### config.mk
export PLATFORM = sky130hd
export DESIGN_NAME = fadd_pipe
export DESIGN_NICKNAME = d
export VERILOG_FILES = /design/src/rtl/fadd_pipe.sv
export SDC_FILE = /design/constraint.sdc
export NUM_CORES = 1
export LEC_CHECK = 0
export ABC_AREA = 0
export CORE_ASPECT_RATIO = 1.2
export CORE_MARGIN = 2
export CORE_UTILIZATION = 58
export CTS_CLUSTER_SIZE = 28
export DETAILED_ROUTE_END_ITERATION = 10
export HOLD_SLACK_MARGIN = 0.06
export PLACE_DENSITY = 0.79
export SETUP_SLACK_MARGIN = 0.4
export SLEW_MARGIN = 25
export SYNTH_ARGS = -nofsm -noshare
export SYNTH_HDL_FRONTEND = slang
export SYNTH_SLANG_ARGS = --single-unit
### constraint.sdc
create_clock -name clk -period 32.4 [get_ports clk]
set_input_delay 8.1 -clock clk [delete_from_list [all_inputs] [get_ports clk]]
set_output_delay 8.1 -clock clk [all_outputs]
set_load 0.05 [all_outputs]
### src/rtl/fadd_pipe.sv
// Three-stage floating-point adder/subtractor with valid/ready flow control and a passthrough tag.
// Denormal inputs are flushed to zero and no denormals are produced; NaN results are canonical.
module fadd_pipe #(
   parameter int EW    = 8,
   parameter int MW    = 23,
   parameter int TAG_W = 5
) (
   input  logic             clk,
   input  logic             rst,
   input  logic             in_valid,
   output logic             in_ready,
   input  logic [EW+MW:0]   x1,
   input  logic [EW+MW:0]   x2,
   input  logic             sub,
   input  logic [TAG_W-1:0] in_tag,
   output logic             out_valid,
   input  logic             out_ready,
   output logic [EW+MW:0]   y,
   output logic [TAG_W-1:0] out_tag
);
   localparam int W   = 1 + EW + MW;
   localparam int FW  = MW + 4;
   localparam int LZW = $clog2(FW + 1);
   localparam int XW  = (EW + 2 > LZW + 1) ? EW + 2 : LZW + 1;
   localparam logic [W-1:0] QNAN = {1'b0, {EW{1'b1}}, 1'b1, {(MW-1){1'b0}}};
   localparam logic signed [XW-1:0] EMAX  = XW'((2 ** EW) - 1);
   localparam logic signed [XW-1:0] EZERO = '0;

   function automatic logic f_round_up(input logic lsb, input logic g, input logic r,
                                       input logic s);
      return g & (r | s | lsb);
   endfunction

   function automatic logic [LZW-1:0] f_lzc(input logic [FW-1:0] v);
      logic [LZW-1:0] n;
      n = LZW'(FW);
      for (int i = 0; i < FW; i++) begin
         if (v[i]) n = LZW'(FW - 1 - i);
      end
      return n;
   endfunction

   logic                 r_vld_p1, r_vld_p2, r_vld_p3;
   logic [TAG_W-1:0]     r_tag_p1, r_tag_p2, r_tag_p3;
   logic                 r_spec_p1, r_spec_p2;
   logic [W-1:0]         r_spec_y_p1, r_spec_y_p2, r_y_p3;
   logic                 r_sign_p1, r_sign_p2;
   logic                 r_esub_p1;
   logic [EW-1:0]        r_exp_p1;
   logic [FW-1:0]        r_fa_p1, r_fb_p1, r_mant_p2;
   logic signed [XW-1:0] r_exp_p2;
   logic [LZW-1:0]       r_lz_p2;
   logic                 r_zero_p2;

   assign in_ready  = !r_vld_p3 || out_ready;
   assign out_valid = r_vld_p3;
   assign y         = r_y_p3;
   assign out_tag   = r_tag_p3;

   // ---- stage 1: unpack, special detection, swap, align with sticky
   logic          w_s1, w_s2;
   logic [EW-1:0] w_e1, w_e2, w_ea, w_eb, w_diff;
   logic [MW-1:0] w_m1, w_m2, w_ma, w_mb;
   logic          w_x1_big, w_spec;
   logic [W-1:0]  w_spec_y;
   logic [FW-1:0] w_fa, w_fb, w_fb_al;
   logic [31:0]   w_sh;
   logic [2*FW-1:0] w_wide;

   assign w_s1 = x1[W-1];
   assign w_e1 = x1[W-2:MW];
   assign w_m1 = x1[MW-1:0];
   assign w_s2 = x2[W-1] ^ sub;
   assign w_e2 = x2[W-2:MW];
   assign w_m2 = x2[MW-1:0];

   assign w_x1_big = (w_e1 > w_e2) || ((w_e1 == w_e2) && (w_m1 >= w_m2));
   assign w_ea     = w_x1_big ? w_e1 : w_e2;
   assign w_eb     = w_x1_big ? w_e2 : w_e1;
   assign w_ma     = w_x1_big ? w_m1 : w_m2;
   assign w_mb     = w_x1_big ? w_m2 : w_m1;
   assign w_diff   = w_ea - w_eb;
   assign w_fa     = {|w_ea, w_ma, 3'b000};
   assign w_fb     = {|w_eb, w_mb, 3'b000};
   assign w_sh     = (32'(w_diff) > 32'(MW + 3)) ? 32'(MW + 3) : 32'(w_diff);
   assign w_wide   = {w_fb, {FW{1'b0}}} >> w_sh;
   assign w_fb_al  = {w_wide[2*FW-1:FW+1], w_wide[FW] | (|w_wide[FW-1:0])};

   always_comb begin
      w_spec   = 1'b1;
      w_spec_y = '0;
      if (((&w_e1) && (|w_m1)) || ((&w_e2) && (|w_m2)))
         w_spec_y = QNAN;
      else if ((&w_e1) && (&w_e2) && (w_s1 != w_s2))
         w_spec_y = QNAN;
      else if (&w_e1)
         w_spec_y = x1;
      else if ((&w_e2) || (w_e1 == '0))
         w_spec_y = {w_s2, w_e2, w_m2};
      else if (w_e2 == '0)
         w_spec_y = x1;
      else
         w_spec = 1'b0;
   end

   // ---- stage 2: add/subtract magnitudes, carry normalise, leading-zero count
   logic [FW:0]          w_sum;
   logic [FW-1:0]        w_sum_n;
   logic signed [XW-1:0] w_exp_n;

   assign w_sum   = r_esub_p1 ? ({1'b0, r_fa_p1} - {1'b0, r_fb_p1})
                              : ({1'b0, r_fa_p1} + {1'b0, r_fb_p1});
   assign w_sum_n = w_sum[FW] ? {w_sum[FW:2], w_sum[1] | w_sum[0]} : w_sum[FW-1:0];
   assign w_exp_n = $signed(XW'(r_exp_p1)) + $signed(XW'(w_sum[FW]));

   // ---- stage 3: normalise, round to nearest even, exponent range and special select
   logic [FW-2:0]        w_norm;
   logic                 w_rnd;
   logic [MW:0]          w_mr;
   logic signed [XW-1:0] w_exp_f;
   logic [W-1:0]         w_y;

   assign w_norm  = (FW-1)'(r_mant_p2 << r_lz_p2);
   assign w_rnd   = f_round_up(w_norm[3], w_norm[2], w_norm[1], w_norm[0]);
   assign w_mr    = {1'b0, w_norm[FW-2:3]} + {{MW{1'b0}}, w_rnd};
   assign w_exp_f = r_exp_p2 - $signed(XW'(r_lz_p2)) + $signed(XW'(w_mr[MW]));

   always_comb begin
      w_y = {r_sign_p2, w_exp_f[EW-1:0], w_mr[MW-1:0]};
      if (r_spec_p2)
         w_y = r_spec_y_p2;
      else if (r_zero_p2)
         w_y = '0;
      else if (w_exp_f <= EZERO)
         w_y = {r_sign_p2, {(W-1){1'b0}}};
      else if (w_exp_f >= EMAX)
         w_y = {r_sign_p2, {EW{1'b1}}, {MW{1'b0}}};
   end

   always_ff @(posedge clk) begin
      if (in_ready) begin
         r_tag_p1    <= in_tag;
         r_spec_p1   <= w_spec;
         r_spec_y_p1 <= w_spec_y;
         r_sign_p1   <= w_x1_big ? w_s1 : w_s2;
         r_esub_p1   <= w_s1 ^ w_s2;
         r_exp_p1    <= w_ea;
         r_fa_p1     <= w_fa;
         r_fb_p1     <= w_fb_al;
         r_tag_p2    <= r_tag_p1;
         r_spec_p2   <= r_spec_p1;
         r_spec_y_p2 <= r_spec_y_p1;
         r_sign_p2   <= r_sign_p1;
         r_exp_p2    <= w_exp_n;
         r_mant_p2   <= w_sum_n;
         r_lz_p2     <= f_lzc(w_sum_n);
         r_zero_p2   <= (w_sum == '0);
      end
   end

   always_ff @(posedge clk) begin
      if (rst) begin
         r_vld_p1 <= 1'b0;
         r_vld_p2 <= 1'b0;
         r_vld_p3 <= 1'b0;
         r_y_p3   <= '0;
         r_tag_p3 <= '0;
      end else if (in_ready) begin
         r_vld_p1 <= in_valid;
         r_vld_p2 <= r_vld_p1;
         r_vld_p3 <= r_vld_p2;
         r_y_p3   <= w_y;
         r_tag_p3 <= r_tag_p2;
      end
   end
endmodule
==> impl_metrics.yaml, run 1 <==
synthesis:
  ys_ff_latch: 219
  synth_edf_count: 179
  synth.top_cell.area_share_pct: 32.2
  postSynthNetCount: 2081
  synth_ff_type: "edfxtp_1"
  async_reset_ff_share_pct: 0
  syn_area_per_cell_sq_um: 8.76
  seq_area_frac_synth_pct: 37.0
  synth_top_area_cell: "edfxtp_1"
  yosysUniqueCellTypes: 91
  synth_cells: 1907
  netlist_area_sq_mm: 0.0167
  ys_warn_count: 0
  synth.area.top_cells: "edfxtp_1 (32%), ha_1 (7.3%), nand2_1 (5.1%)"
placement:
  dp_hpwl_um: 39600
  placedInstanceArea_sq_mm: 0.0181
  numPortBuffers: 112
  gp_congestion: 1.09
grt:
  grt_pass1_wl_um: 79600
  gr-total-overflow: 0
  grt_max_degree: 154
  antenna_found_initial: 0
  grt_pass1_vias: 14400
  grt_util_all_layers_pct: 33.6
run_status:
  outcome: "complete, no violations"
timing:
  setup_viol: 0
  relSlewSlack_pct: 33.3
  timing.setup.tns_ps: 0
  drv_slew: 0
  rsz0062_at_grt: "false"
  fin_crit_sh_pct: 57.7
  worstMarginPinSlew_ps: 998
  fin_skew_ps: 18.7
  period_minus_slack_ps: 18690
  final_hold_viol_count: 0
  clock.fmax_mhz: 53.5
setup_path:
  critPathSlowestCell: "clkdlybuf4s50_1"
  cpMostUsedCell: "clkdlybuf4s50_1"
  critical_path_class: "in -> out"
  cp_top_family: "buffers and inverters"
  path_cells: "clkdlybuf4s50_1 > nor2b_2 > buf_4 > inv_8 > clkdlybuf4s50_1"
  crit_fanout: 153
  path_buf_inv: 4
  crit_required_ps: 24300
  cp-start-kind: "input pin"
  worst_ep_arrival_time_ps: 10590
  endpoint_kind: "output port"
  cpPeakStageDelay_ps: 990
clock_network:
  cts_resized: 0
  post_cts_buffers: 0
  clkSinkCount: 219
  cts_hold_buf: 0
  cts_tree: "done"
  htreeDepth: 1
  cts.clk_slew.worst_paths_ps: 70
  clockBufferDepth: 3
  cts_buffers: 21
  clk_latency_ps: 520
  cts-root-buf: "clkbuf_16"
routing:
  avgRoutedWirePerCell_um: 21.8
  drc: 0
  wirelength_um: 51400
  vias: 15300
  drt-pass1-iter-count: 6
  drtAntennaViolNets: 0
  viasPerCell: 6.50
  drt_iter0_markers: 1264
layout:
  drive_gt1_share_pct: 5.52
  antenna_cells: 0
  final_nets: 2134
  area_growth_pct: 12.3
  final_area_sq_mm: 0.0188
job:
  drv_cap: 0
floorplanning:
  start_util_pct: 58.4
  die_x_um: 159
  die_y_um: 190
  io_pins: 113
  core-area_sq_mm: 0.0286
  row_count: 68
  die-area_sq_mm: 0.0302
min_path:
  holdCritPathClass: "reg -> reg"
power:
  ir_worst_vdd_mv: 0.0397
  p_leak_nw: 7.46
  power_density_mw_per_mm2: 65.6
==> cell type report <==
type | instances | area, sq um
Multi-Input combinational cell | 1475 | 9720
Clock inverter | 10 | 114
Inverter | 110 | 420
Tap cell | 385 | 482
Clock buffer | 28 | 562
Sequential cell | 219 | 6180
Timing Repair Buffer | 133 | 1290
Fill cell | 2387 | 9830
==> cells in the final DEF, fill, tap and decap left out, drive strengths merged, types with 41 or more instances in the layout <==
cell,instances
a21oi,138
clkdlybuf4s50,112
edfxtp,179
ha,98
inv,110
mux2i,52
nand2,225
nand3,42
nor2,187
nor3,62
o21ai,118
xnor2,41
==> per-stage QoR <==
stage          power [mW]  setup slack (ps)  hold slack (ps)  instances  util [%]
4_1_cts              1.22             13660              410       2359      65.6
6_report             1.23             13710              411       2360      65.6
5_1_grt              1.30             13530              422       2360      65.6
2_1_floorplan       0.809             10620              400       1907         -
3_3_place_gp        0.968             13680              402       2321      63.2
3_5_place_dp        0.979             13680              405       2321      63.2
==> cells by family (layout without fill, tap and decap cells) <==
family | count (synthesis) | in the layout | synth area share [%]
xor gates and xnor gates | 64 | 64 | 3.36
adders and majority gates | 100 | 100 | 7.58
and+or+nand+nor | 684 | 684 | 19.1
muxes | 81 | 81 | 6.17
buffers and inverters | 213 | 281 | 4.95
DFF | 219 | 219 | 37.0
AOI/OAI and AO/OA | 546 | 546 | 21.9
==> power breakdown <==
part,internal [mW],switching (mW)
Sequential,0.356,0.0316
Combinational,0.226,0.377
Clock,0.139,0.101
==> sequential cells by signal, summed over array words and instances, names as in the netlist, 5 cells and up <==
| signal | count |
|---|---|
| r_spec_y_p2 | 32 |
| y | 32 |
| r_tag_p2 | 5 |
| r_tag_p1 | 5 |
| r_fa_p1 | 24 |
| r_mant_p2 | 26 |
| r_exp_p2 | 9 |
| out_tag | 5 |
| r_exp_p1 | 8 |
| r_fb_p1 | 27 |
| r_lz_p2 | 5 |
| r_spec_y_p1 | 32 |
==> path summary, 6_finish.rpt <==
check	startpoint	endpoint	slack, ps	cells past startpoint
max reg2reg	r_lz_p2[1]	y[17]	25110	26
min reg2reg	r_spec_y_p1[26]	r_spec_y_p2[26]	410	0
min	r_spec_y_p1[26]	r_spec_y_p2[26]	410	0
max	out_ready	in_ready	13710	5
==> synth_stat cells (7+ instances only) <==
| master | number |
|---|---|
| or3_1 | 15 |
| o21bai_1 | 12 |
| a21o_1 | 16 |
| nand4_1 | 20 |
| ha_1 | 98 |
| clkbuf_1 | 84 |
| a21boi_0 | 19 |
| a211oi_1 | 38 |
| nand3b_1 | 7 |
| nand2_1 | 225 |
| and2_1 | 16 |
| o31ai_1 | 9 |
| mux4_2 | 16 |
| o21ai_0 | 112 |
| dfxtp_1 | 40 |
| nand3_1 | 42 |
| nor3_1 | 62 |
| mux2_2 | 11 |
| a22oi_1 | 26 |
| xnor2_1 | 41 |
| xor2_1 | 23 |
| nor2b_1 | 16 |
| and3_1 | 18 |
| mux2i_1 | 52 |
| inv_1 | 106 |
| a221oi_1 | 24 |
| buf_2 | 7 |
| edfxtp_1 | 179 |
| buf_1 | 9 |
| a221o_1 | 9 |
| a21oi_1 | 136 |
| nor2_1 | 187 |
| o21a_1 | 7 |
| a31oi_1 | 22 |
| o22ai_1 | 12 |
| nor4_1 | 24 |
| o211ai_1 | 16 |
| or4_1 | 7 |
| nand2b_1 | 20 |
==> metal layers <==
metal | up-vias | part of all wire (%) | global-route usage [%]
li1 | 7192 | - | -
met1 | 7235 | 39 | 40.4
met2 | 732 | 49 | 59.4
met3 | 181 | 5.9 | 2.99
met4 | 0 | 6.5 | 19.3
met5 | - | 0 | 0
No activity file was read; power rests on OpenSTA's default activity.
==> run 2: changes to the inputs <==
- clock period: 32.4 -> 17.3 ns (I/O delays scaled with it)
==> impl_metrics.yaml, run 2 (same netlist as run 1, synthesis figures left out) <==
run_status:
  outcome: "complete, no violations"
timing:
  relSlewSlack_pct: 27.5
  final_hold_viol_count: 0
  worstMarginPinSlew_ps: 1090
  drv_slew: 0
  fin_crit_sh_pct: 63.3
  rsz0062_at_grt: "false"
  fin_skew_ps: 13.4
  clock.fmax_mhz: 91.4
  timing.setup.tns_ps: 0
  setup_viol: 0
  period_minus_slack_ps: 10940
routing:
  viasPerCell: 6.63
  drt-pass1-iter-count: 7
  wirelength_um: 55700
  vias: 15600
  drt_iter0_markers: 1770
  drc: 0
  drtAntennaViolNets: 0
  avgRoutedWirePerCell_um: 23.6
layout:
  final_cell_mix: "nand2_1 (225), nor2_1 (187), edfxtp_1 (179)"
  antenna_cells: 0
  fillerInstances: 2322
  area_growth_pct: 12.7
  final_core_util_pct: 65.9
  final_nets: 2131
  drive_gt1_share_pct: 5.58
  final_common_cell: "nand2_1"
clock_network:
  cts_tree: "done"
  cts-root-buf: "clkbuf_16"
  cts.clk_slew.worst_paths_ps: 60
  cts_hold_buf: 0
  post_cts_buffers: 0
  cts_resized: 0
  clk_latency_ps: 520
  cts_buffers: 22
  htreeDepth: 1
  clockBufferDepth: 3
  clkSinkCount: 219
job:
  drv_cap: 0
floorplanning:
  core-area_sq_mm: 0.0286
  die_y_um: 190
  io_pins: 113
  start_util_pct: 58.4
  die-area_sq_mm: 0.0302
  die_x_um: 159
  row_count: 68
placement:
  gp_congestion: 1.01
  numPortBuffers: 112
  dp_hpwl_um: 42600
grt:
  grt_pass1_vias: 14700
  antenna_found_initial: 1
  grt_max_degree: 97
  grt_util_all_layers_pct: 36.1
  gr-total-overflow: 0
  grt_pass1_wl_um: 84700
setup_path:
  cp-start-kind: "input pin"
  critical_path_class: "in -> reg"
  worst_ep_arrival_time_ps: 11170
  crit_fanout: 27
  endpoint_kind: "flip-flop"
  crit_required_ps: 17520
power:
  power_density_mw_per_mm2: 127
  p_int_mw: 1.38
  switching_power_mw: 0.998
  ir_worst_vdd_mv: 0.0869
  p_sw_share_pct: 41.9
  p_leak_nw: 7.48
  power_frac_seq_pct: 30.6
  clockPowerShare_pct: 21.2
  p_comb_share_pct: 48.2
min_path:
  holdCritPathClass: "reg -> reg"
## run 2: cell types whose count changed in the layout (fill, tap and decap cells not counted), sizes merged
| cell | change |
|---|---|
| buf | -4 |
| clkinv | +1 |
| bufinv | +2 |
| clkbuf | -5 |
| inv | +1 |
| clkinvlp | +2 |
## run 2: area by class of cell
| type | instances | area, sq um | area share, % |
|---|---|---|---|
| well taps | 385 | 482 | 2.56 |
| inverters | 110 | 420 | 2.23 |
| flip-flops and latches | 219 | 6180 | 32.8 |
| clock buffers | 23 | 554 | 2.94 |
| multi-input cells | 1475 | 9720 | 51.6 |
| clock inverters | 16 | 215 | 1.14 |
| repair buffers | 129 | 1260 | 6.67 |
## run 2: final timing paths
kind	end	depth (start not counted)	from	slack, ps
hold reg to reg	r_spec_y_p2[9]	0	r_spec_y_p1[9]	420
setup reg to reg	y[17]	28	r_lz_p2[0]	10000
hold / removal	r_spec_y_p2[9]	0	r_spec_y_p1[9]	420
setup / recovery	r_fb_p1[0]	22	x1[23]	6360
## run 2: metal layers
layer	track usage, %	vias up	part of all wire [%]
met5	0	-	0
met4	19.9	0	6.5
met3	4.80	163	7.7
met2	61.5	838	48
met1	44.8	7424	38
li1	-	7191	-
## run 2: through the flow
stage | instance area (sq um) | power, mW | hold slack, ps | setup slack, ps | std cells
after global routing | 18800 | 2.50 | 425 | 5980 | 2357
after floorplan | 16700 | 1.52 | 400 | 3070 | 1907
after CTS | 18800 | 2.36 | 417 | 6400 | 2356
after detailed placement | 18000 | 1.84 | 405 | 5860 | 2317
after global placement | 18000 | 1.82 | 401 | 6010 | 2317
final | 18800 | 2.38 | 418 | 6360 | 2357
## run 2: power groups by stage
stage / Sequential [mW] / Combinational, mW / Clock [mW]
after floorplan: 0.778 / 0.737 / 0
after global placement: 0.727 / 1.09 / 0
after detailed placement: 0.734 / 1.11 / 0
after CTS: 0.728 / 1.12 / 0.508
after global routing: 0.737 / 1.23 / 0.530
final: 0.730 / 1.15 / 0.504
## run 2: worst max-delay path, stage by stage
cell and delay (ps):
clkdlybuf4s50_1 560, inv_1 90, ha_1 800, nand2b_1 210
a21o_1 130, a211oi_2 80, o31a_2 380, a21oi_4 140
mux2_2 350, ha_1 220, and3_1 200, o311ai_1 420
and3b_1 250, o211a_1 180, o221a_2 370, nand2_1 600
a211oi_1 670, a211oi_1 100, a31o_2 270, a2111o_1 380
nor4_1 270, o221ai_1 150
==> run 3: changes to the inputs <==
- CORE_UTILIZATION: 58 -> 55
- PLACE_DENSITY: 0.79 -> 0.78
- clock period: 17.3 -> 8.8 ns (I/O delays scaled with it)
==> impl_metrics.yaml, run 3 (same netlist as run 1, synthesis figures left out) <==
setup_path:
  cpPeakStageDelay_ps: 620
  crit_required_ps: 9030
  critPathSlowestCell: "clkdlybuf4s50_1"
  path_cells: "clkdlybuf4s50_1 > inv_1 > ha_1 > nand4_1 > nor4_1 > a211oi_1 > a31o_1 > a21oi_4 > mux2_2 > ha_1 > and3_1 > o311ai_1 > and3b_1 > o211ai_1 > a221oi_4 > buf_4 > a21oi_1 > o21ai_0 > a311oi_1 > a21o_1 > a2111o_1 > nor4_1 > o221ai_1"
  endpoint_kind: "flip-flop"
  crit_cells: 23
  reg2reg_depth: 23
  path_buf_inv: 3
  crit_fanout: 22
  worst_ep_arrival_time_ps: 8380
  critical_path_class: "in -> reg"
  cp_top_family: "compound AO/OA/AOI/OAI gates"
  cp-start-kind: "input pin"
timing:
  drv_slew: 0
  fin_crit_sh_pct: 92.6
  clock.fmax_mhz: 123
  setup_slack_ps: 647
  period_minus_slack_ps: 8150
  worstMarginPinSlew_ps: 1030
  fin_skew_ps: 23.0
  final_hold_viol_count: 0
  relSlewSlack_pct: 31.5
  timing.setup.tns_ps: 0
  setup_viol: 0
  rsz0062_at_grt: "false"
clock_network:
  cts_tree: "done"
  clk_latency_ps: 530
  htreeDepth: 1
  cts_hold_buf: 0
  clockBufferDepth: 3
  cts-root-buf: "clkbuf_16"
  clkSinkCount: 219
  cts_buffers: 20
  cts.clk_slew.worst_paths_ps: 60
floorplanning:
  die-area_sq_mm: 0.0318
  row_count: 69
  die_y_um: 195
  core-area_sq_mm: 0.0298
  start_util_pct: 56.1
  io_pins: 113
  die_x_um: 163
routing:
  viasPerCell: 6.39
  drt_iter0_markers: 1635
  wirelength_um: 53400
  drtAntennaViolNets: 0
  drc: 0
  vias: 15400
  avgRoutedWirePerCell_um: 22.2
  drt-pass1-iter-count: 6
placement:
  placedInstanceArea_sq_mm: 0.0184
  dp_cells: 2365
  dp_hpwl_um: 41800
  gp_congestion: 1.03
  dpl_worst_slack_ps: 43.2
  numPortBuffers: 112
power:
  ir_worst_vdd_mv: 0.236
  p_leak_nw: 7.65
  p_total_mw: 4.53
  power_density_mw_per_mm2: 238
layout:
  final_common_cell: "nand2_1"
  area_growth_pct: 14.2
  final_nets: 2174
  stdcell_count: 2404
  final_area_sq_mm: 0.0191
  drive_gt1_share_pct: 7.70
  final_cell_mix: "nand2_1 (224), nor2_1 (187), edfxtp_1 (179)"
grt:
  grt_max_degree: 90
  grt_util_all_layers_pct: 33.5
  grt_pass1_wl_um: 82700
  gr-total-overflow: 0
  antenna_found_initial: 1
  grt_pass1_vias: 14600
min_path:
  hold_depth: 0
  holdCritPathClass: "reg -> reg"
job:
  drv_cap: 0
run_status:
  outcome: "complete, no violations"
-- run 3: power by group --
group / switching, mW / internal, mW / leakage, nW
Sequential: 0.119 / 1.31 / 2.37
Clock: 0.374 / 0.485 / 0.308
Combinational: 1.40 / 0.849 / 4.97
Total: 1.89 / 2.64 / 7.65
-- run 3: final timing paths --
| check | start | to | slack, ps |
|---|---|---|---|
| max reg2reg | r_lz_p2[3] | y[17] | 1530 |
| min reg2reg | r_spec_y_p1[6] | r_spec_y_p2[6] | 420 |
| min | r_spec_y_p1[6] | r_spec_y_p2[6] | 420 |
| max | x2[9] | r_fb_p1[0] | 650 |
-- run 3: through the flow --
step                      hold WS [ps]  utilization [%]
after CTS                          419             63.9
after floorplan                    400                -
after global placement             401             61.7
final                              418             64.0
after global routing               425             64.0
after detailed placement           405             61.7
-- run 3: layout make-up --
type,count,area [sq um]
Antenna cell,1,2.50
Clock buffer,25,519
Clock inverter,10,134
Fill cell,2514,10700
Inverter,110,420
Multi-Input combinational cell,1475,9740
Sequential cell,219,6180
Tap cell,390,488
Timing Repair Buffer,174,1600
-- run 3: metal layers --
| layer | track usage [%] | wire (um) | vias to the layer above | share of wire (%) |
|---|---|---|---|---|
| met5 | 0 | 0 | - | 0 |
| met4 | 17.4 | 3190 | 0 | 6.0 |
| met3 | 3.95 | 3520 | 147 | 6.6 |
| met2 | 56.8 | 25400 | 783 | 48 |
| met1 | 41.8 | 21300 | 7173 | 40 |
| li1 | - | - | 7265 | - |
-- run 3: timing repair --
item	in CTS	in global routing
buffers inserted	0	2
hold endpoints to repair	0	0
endpoints found under the setup margin	0	2
gates resized for setup	0	4
-- run 3: worst reg2reg max path, delay by kind of cell, from the launching register on --
kind                       cells  cell delay [ps]
and+or+nand+nor               10             2570
buffers and inverters          4              780
adders and majority gates      3              940
xor gates and xnor gates       1              140
DFF                            1              920
AOI/OAI and AO/OA              5             1800
